**src/rtl/lsu_pkg.sv**
```systemverilog
// Shared definitions for the load/store misalignment sequencer.
// Optional feature macro used by the sequencer: MISALIGN_TRAP_EN.
package lsu_pkg;

  // RV32I load/store funct3 encodings
  localparam logic [2:0] LB  = 3'b000;
  localparam logic [2:0] LH  = 3'b001;
  localparam logic [2:0] LW  = 3'b010;
  localparam logic [2:0] LBU = 3'b100;
  localparam logic [2:0] LHU = 3'b101;
  localparam logic [2:0] SB  = 3'b000;
  localparam logic [2:0] SH  = 3'b001;
  localparam logic [2:0] SW  = 3'b010;

  typedef enum logic [1:0] {
    IDLE   = 2'd0,
    ACCESS = 2'd1,
    RESP   = 2'd2
  } lsu_state_t;

  // Bytes are always aligned; halves need addr[0]==0; words need addr[1:0]==0
  function automatic logic is_aligned(input logic [2:0] func3, input logic [1:0] addr_lo);
    case (func3[1:0])
      2'b01:   is_aligned = (addr_lo[0] == 1'b0);
      2'b10:   is_aligned = (addr_lo == 2'b00);
      default: is_aligned = 1'b1;
    endcase
  endfunction

  // Loads reject 011/110/111; stores accept only 000/001/010
  function automatic logic is_illegal(input logic we, input logic [2:0] func3);
    if (we) is_illegal = !(func3 == SB || func3 == SH || func3 == SW);
    else    is_illegal = (func3 == 3'b011) || (func3 == 3'b110) || (func3 == 3'b111);
  endfunction

endpackage

```
**src/rtl/lsu_load_ext.sv**
```systemverilog
// Sign/zero extension of an assembled load word according to funct3.
module lsu_load_ext
  import lsu_pkg::*;
(
  input  logic [2:0]  i_func3,
  input  logic [31:0] i_data,
  output logic [31:0] o_data_c
);

  // Extend from bit 7 or 15, or pass the full word through
  always_comb begin
    o_data_c = i_data;
    case (i_func3)
      LB:      o_data_c = {{24{i_data[7]}}, i_data[7:0]};
      LH:      o_data_c = {{16{i_data[15]}}, i_data[15:0]};
      LBU:     o_data_c = {24'b0, i_data[7:0]};
      LHU:     o_data_c = {16'b0, i_data[15:0]};
      default: o_data_c = i_data;
    endcase
  end

endmodule

```
**src/rtl/lsu_misalign_seq.sv**
```systemverilog
// Load/store sequencer: issues aligned accesses directly and splits
// misaligned half/word accesses into byte accesses.
// Define MISALIGN_TRAP_EN to reject misaligned requests with rsp_err instead.
module lsu_misalign_seq
  import lsu_pkg::*;
#(
  parameter int unsigned ADDR_W = 32
) (
  input  logic              clk,
  input  logic              reset,
  input  logic              req_valid,
  output logic              req_ready,
  input  logic              req_we,
  input  logic [2:0]        req_func3,
  input  logic [ADDR_W-1:0] req_addr,
  input  logic [31:0]       req_wdata,
  output logic              rsp_valid,
  output logic [31:0]       rsp_rdata,
  output logic              rsp_err,
  output logic              busy,
  output logic              d_wr_en,
  output logic [ADDR_W-1:0] dAddr,
  output logic [31:0]       dWdata,
  output logic [2:0]        d_func3,
  input  logic [31:0]       dRdata
);

  lsu_state_t        r_state, w_state;
  logic              r_we, w_we;
  logic [2:0]        r_func3, w_func3;
  logic [ADDR_W-1:0] r_addr, w_addr;
  logic [31:0]       r_wdata, w_wdata;
  logic              r_split, w_split;
  logic [1:0]        r_cnt, w_cnt;
  logic [1:0]        r_last, w_last;
  logic [31:0]       r_asm, w_asm, w_asm_nx, w_ext;
  logic              r_req_ready, w_req_ready;
  logic              r_rsp_valid, w_rsp_valid;
  logic [31:0]       r_rsp_rdata, w_rsp_rdata;
  logic              r_rsp_err, w_rsp_err;
  logic              r_busy, w_busy;
  logic              r_d_wr_en, w_d_wr_en;
  logic [ADDR_W-1:0] r_d_addr, w_d_addr;
  logic [31:0]       r_d_wdata, w_d_wdata;
  logic [2:0]        r_d_func3, w_d_func3;
  logic              w_aligned, w_illegal, w_trap;

  assign w_aligned = is_aligned(req_func3, req_addr[1:0]);
  assign w_illegal = is_illegal(req_we, req_func3);

  // Misaligned requests either trap or get split
`ifdef MISALIGN_TRAP_EN
  assign w_trap = !w_aligned;
`else
  assign w_trap = 1'b0;
`endif

  // Merge the byte (or full word) returned by the current access into the assembly
  always_comb begin
    w_asm_nx = r_asm;
    if (r_state == ACCESS && !r_we) begin
      if (r_split) w_asm_nx[{r_cnt, 3'b000} +: 8] = dRdata[7:0];
      else         w_asm_nx = dRdata;
    end
  end

  lsu_load_ext u_load_ext (
    .i_func3  (r_func3),
    .i_data   (w_asm_nx),
    .o_data_c (w_ext)
  );

  // Next-state and next-output logic; memory outputs are set up one cycle ahead
  always_comb begin
    w_state     = r_state;
    w_we        = r_we;
    w_func3     = r_func3;
    w_addr      = r_addr;
    w_wdata     = r_wdata;
    w_split     = r_split;
    w_cnt       = r_cnt;
    w_last      = r_last;
    w_asm       = w_asm_nx;
    w_rsp_valid = 1'b0;
    w_rsp_rdata = 32'b0;
    w_rsp_err   = 1'b0;
    w_d_wr_en   = 1'b0;
    w_d_func3   = LW;
    w_d_addr    = r_d_addr;
    w_d_wdata   = r_d_wdata;
    case (r_state)
      IDLE: begin
        if (req_valid) begin
          w_we    = req_we;
          w_func3 = req_func3;
          w_addr  = req_addr;
          w_wdata = req_wdata;
          w_cnt   = 2'd0;
          w_asm   = 32'b0;
          if (w_illegal || w_trap) begin
            w_state     = RESP;
            w_rsp_valid = 1'b1;
            w_rsp_err   = 1'b1;
          end else begin
            w_state   = ACCESS;
            w_split   = !w_aligned;
            w_last    = w_aligned ? 2'd0 : ((req_func3[1:0] == 2'b10) ? 2'd3 : 2'd1);
            w_d_addr  = req_addr;
            w_d_wr_en = req_we;
            if (w_aligned) begin
              w_d_func3 = req_func3;
              w_d_wdata = req_wdata;
            end else begin
              w_d_func3 = req_we ? SB : LBU;
              w_d_wdata = {24'b0, req_wdata[7:0]};
            end
          end
        end
      end
      ACCESS: begin
        if (r_cnt == r_last) begin
          w_state     = RESP;
          w_rsp_valid = 1'b1;
          w_rsp_rdata = r_we ? 32'b0 : (r_split ? w_ext : w_asm_nx);
        end else begin
          w_cnt     = r_cnt + 2'd1;
          w_d_addr  = r_addr + ADDR_W'(w_cnt);
          w_d_wr_en = r_we;
          w_d_func3 = r_we ? SB : LBU;
          w_d_wdata = {24'b0, r_wdata[{w_cnt, 3'b000} +: 8]};
        end
      end
      RESP:    w_state = IDLE;
      default: w_state = IDLE;
    endcase
    w_req_ready = (w_state == IDLE);
    w_busy      = (w_state != IDLE);
  end

  // State and registered outputs
  always_ff @(posedge clk or posedge reset) begin
    if (reset) begin
      r_state     <= IDLE;
      r_we        <= 1'b0;
      r_func3     <= LW;
      r_addr      <= '0;
      r_wdata     <= 32'b0;
      r_split     <= 1'b0;
      r_cnt       <= 2'd0;
      r_last      <= 2'd0;
      r_asm       <= 32'b0;
      r_req_ready <= 1'b1;
      r_rsp_valid <= 1'b0;
      r_rsp_rdata <= 32'b0;
      r_rsp_err   <= 1'b0;
      r_busy      <= 1'b0;
      r_d_wr_en   <= 1'b0;
      r_d_addr    <= '0;
      r_d_wdata   <= 32'b0;
      r_d_func3   <= LW;
    end else begin
      r_state     <= w_state;
      r_we        <= w_we;
      r_func3     <= w_func3;
      r_addr      <= w_addr;
      r_wdata     <= w_wdata;
      r_split     <= w_split;
      r_cnt       <= w_cnt;
      r_last      <= w_last;
      r_asm       <= w_asm;
      r_req_ready <= w_req_ready;
      r_rsp_valid <= w_rsp_valid;
      r_rsp_rdata <= w_rsp_rdata;
      r_rsp_err   <= w_rsp_err;
      r_busy      <= w_busy;
      r_d_wr_en   <= w_d_wr_en;
      r_d_addr    <= w_d_addr;
      r_d_wdata   <= w_d_wdata;
      r_d_func3   <= w_d_func3;
    end
  end

  assign req_ready = r_req_ready;
  assign rsp_valid = r_rsp_valid;
  assign rsp_rdata = r_rsp_rdata;
  assign rsp_err   = r_rsp_err;
  assign busy      = r_busy;
  assign d_wr_en   = r_d_wr_en;
  assign dAddr     = r_d_addr;
  assign dWdata    = r_d_wdata;
  assign d_func3   = r_d_func3;

endmodule

```
**config.mk**
```make
export PLATFORM = sky130hd
export DESIGN_NAME = lsu_misalign_seq
export DESIGN_NICKNAME = d
export VERILOG_FILES = /design/src/rtl/lsu_pkg.sv /design/src/rtl/lsu_load_ext.sv /design/src/rtl/lsu_misalign_seq.sv
export SDC_FILE = /design/constraint.sdc
export NUM_CORES = 1
export LEC_CHECK = 0
export CORE_ASPECT_RATIO = 0.8
export CORE_MARGIN = 3
export CORE_UTILIZATION = 46
export DETAILED_ROUTE_END_ITERATION = 12
export PLACE_DENSITY = 0.86
export SYNTH_ARGS = -nofsm -noshare
export SYNTH_HDL_FRONTEND = slang
export SYNTH_SLANG_ARGS = --single-unit
```
**constraint.sdc**
```tcl
create_clock -name clk -period 7.8 [get_ports clk]
set_clock_uncertainty 0.1 [all_clocks]
set_input_delay 2.34 -clock clk [delete_from_list [all_inputs] [get_ports clk]]
set_output_delay 2.34 -clock clk [all_outputs]
set_load 0.05 [all_outputs]
```
==> impl_results.md <==
- Status: complete, no violations
- Critical path's slowest cell: a221oi_1
- Total Die Area: 0.0229 sq mm
- Commonest cells after routing, fill and taps aside: dfrtp_1 (207), clkdlybuf4s50_1 (206), o21ai_0 (95)
- Initial antenna violation count: 2
- RSZ-0062 raised after global routing: no
- Core Util, Final: 62.7%
- DR iter-0 viols: 562
- Final Hold Viols: 0
- WP data required: 8080 ps
- First-pass GRT wire length: 43.2 mm
- LEAKAGE: 5.23 nW
- Post-route design area: 0.0127 sq mm
- Post-route ant nets: 0
- Cell Chain, Critical Path: clkdlybuf4s50_1, inv_1, ha_1, a221oi_1, a21o_1, nand2_1, inv_2, mux2_2
- Total CTS buffers: 22
- Setup Fix Bufs, Post-CTS: 0
- Clock tree root buffer cell: clkbuf_16
- Largest stage delay, worst path: 770 ps
- Avg Inst Size Synth: 10.6 sq um
- DR vias/cell: 5.83
- DR pass1 iterations: 5
- Hold Path Class: flop to flop
- Hpwl dp: 18.9 mm
- DRC: 0
- Maximum clock rate: 189 MHz
- H-tree depth: 1
- Routed length per instance: 19.9 um
- Slew headroom: 15.8%
- Die height: 136 um
- PortBufs: 206
- Register area share after synthesis: 54.2%
- Clock Path Buffers: 3
- Worst vdd ir: 0.000335 V
- Die X: 168 um
- Post-synth EDFFs: 0
- Initial core utilization: 47.9%
- Io pins: 207
- Synth async-reset ratio: 100%
- Vias in the first global route: 7899
- Fillers: 1610
- Post-synth top flop: dfrtp_1
- Total chip power: 5.41 mW
- Fin cells: 1369
- Critical path data arrival time: 5560 ps
- Mapped Cells: 912
- Post-cts hold buffer count: 0
- Post-cts resize count: 0
- Max-cap violations: 0
- Total negative setup slack: 0 ps
- CTS tree: built
- Layout area overhead: 31.0%
- PnR worst setup slack: 2520 ps
- Synth warnings: 0
- Most common cell after layout, fill and taps aside: dfrtp_1
- Final setup viols: 0
- Fin crit period: 5280 ps
- Post-DP Area: 0.0120 sq mm
- Pwr dens: 426 mW/mm^2
- Clk slew on worst S/H paths: 60 ps
- Pre-CTS setup slack: 2040 ps
- Vias after detailed routing: 7975
- GR Util All Layers: 23.4%
- Critical Path Sink Type: flop
- FF/Latch Area: 0.00526 sq mm
- Post-Syn Area: 0.00970 sq mm
- Crit Path Max Fanout: 24
- Largest net degree at the start of global routing: 109
- Synth Register Bits: 210
- GPL Wtd Cong: 0.878
- Placed cells: 1330
- Tcrit/Tclk final: 67.7%
- Clk_lat worst skew: 500 ps
- # rows: 46
- Netlist cell types: 71
- Post-layout nets: 1205
- Post-Route WL: 27.3 mm
- WHS: 404 ps
- Max-slew violations: 0
- Gr ovfl total: 0
- Area of the multi-input gates: 0.00415 sq mm
- Syn nets: 1027
- Fraction of layout cells with a size suffix above 1: 12.7%
- CP Class: primary input to flop
- Sink Count: 210
- Core area: 0.0203 sq mm
- Worst slew pin tran: 1260 ps
- Crit start category: primary input
[critical path, delay by kind of cell]
| kind | cells | cell delay, ps |
|---|---|---|
| AOI/OAI and AO/OA | 2 | 1310 |
| buffers and inverters | 3 | 1070 |
| and+or+nand+nor | 1 | 150 |
| adders and majority gates | 1 | 260 |
| muxes | 1 | 400 |
[cells by family (layout without fill, tap and decap cells)]
family,after synthesis,count (layout),synth area share [%]
and+or+nand+nor,249,249,12.1
AOI/OAI and AO/OA,252,252,16.0
other,0,1,0
xor gates and xnor gates,22,22,1.99
DFF,210,210,54.2
muxes,85,85,10.7
buffers and inverters,82,274,3.33
adders and majority gates,12,12,1.62
[Yosys cell counts, drive strengths merged (4+ instances only)]
library cell,n,share of area [%]
mux2i,4,0.41
nand4,12,0.84
o32ai,4,0.36
nand3,11,0.70
or4,4,0.39
a22oi,18,1.4
o21ai,101,5.2
a21oi,56,2.9
dfrtp,207,53
o2bb2ai,7,0.63
nand2,88,3.4
mux2,73,8.5
xor2,5,0.45
inv,24,0.93
nor3,10,0.52
nor2b,18,1.2
nor4,7,0.52
xnor2,17,1.5
a32oi,8,0.72
o221ai,6,0.61
nor2,80,3.1
a22o,5,0.45
mux4,8,1.9
buf,11,0.58
ha,11,1.4
clkbuf,47,1.8
a31oi,20,1.3
[cell type report]
class	instances	share of cell area (%)
multi-input combinational	620	32.7
clock buffer	36	5.54
inverter	24	0.738
timing repair buffer	212	16.8
tap	264	2.60
antenna	1	0.0197
sequential	210	41.4
clock inverter	2	0.276
[per-layer routing]
| layer | vias to the layer above | global-route usage [%] | share of wire (%) |
|---|---|---|---|
| met2 | 339 | 37.4 | 46 |
| met4 | 2 | 6.63 | 2.9 |
| met5 | - | 0 | 0.048 |
| li1 | 3627 | - | - |
| met3 | 61 | 5.78 | 8.3 |
| met1 | 3946 | 32.2 | 43 |
[report_power, final]
group,leakage (nW),switching [mW],internal [mW]
Sequential,2.65,0.328,1.53
Clock,0.365,0.421,0.646
Combinational,2.21,1.56,0.929
[flip-flops by register name (all words and copies together) (netlist names)]
register and flops:
r_last 2, r_we 1, r_cnt 2, rsp_rdata 32
busy 1, r_state 2, d_func3 3, r_func3 3
rsp_valid 1, dWdata 32, d_wr_en 1, dAddr 32
rsp_err 1, r_asm 32, r_wdata 32, req_ready 1
r_addr 32
[worst paths after layout]
check | start | to | slack [ps] | cells after the start
max | req_func3[0] | dAddr[15] | 2520 | 8
min | r_asm[28] | r_asm[28] | 400 | 2
max reg2reg | r_cnt[0] | dAddr[28] | 3240 | 8
min reg2reg | r_asm[28] | r_asm[28] | 400 | 2
max in group asynchronous | reset | dAddr[26] | 4020 | 3
min in group asynchronous | reset | rsp_rdata[7] | 2300 | 2
No activity file was read; power rests on OpenSTA's default activity.
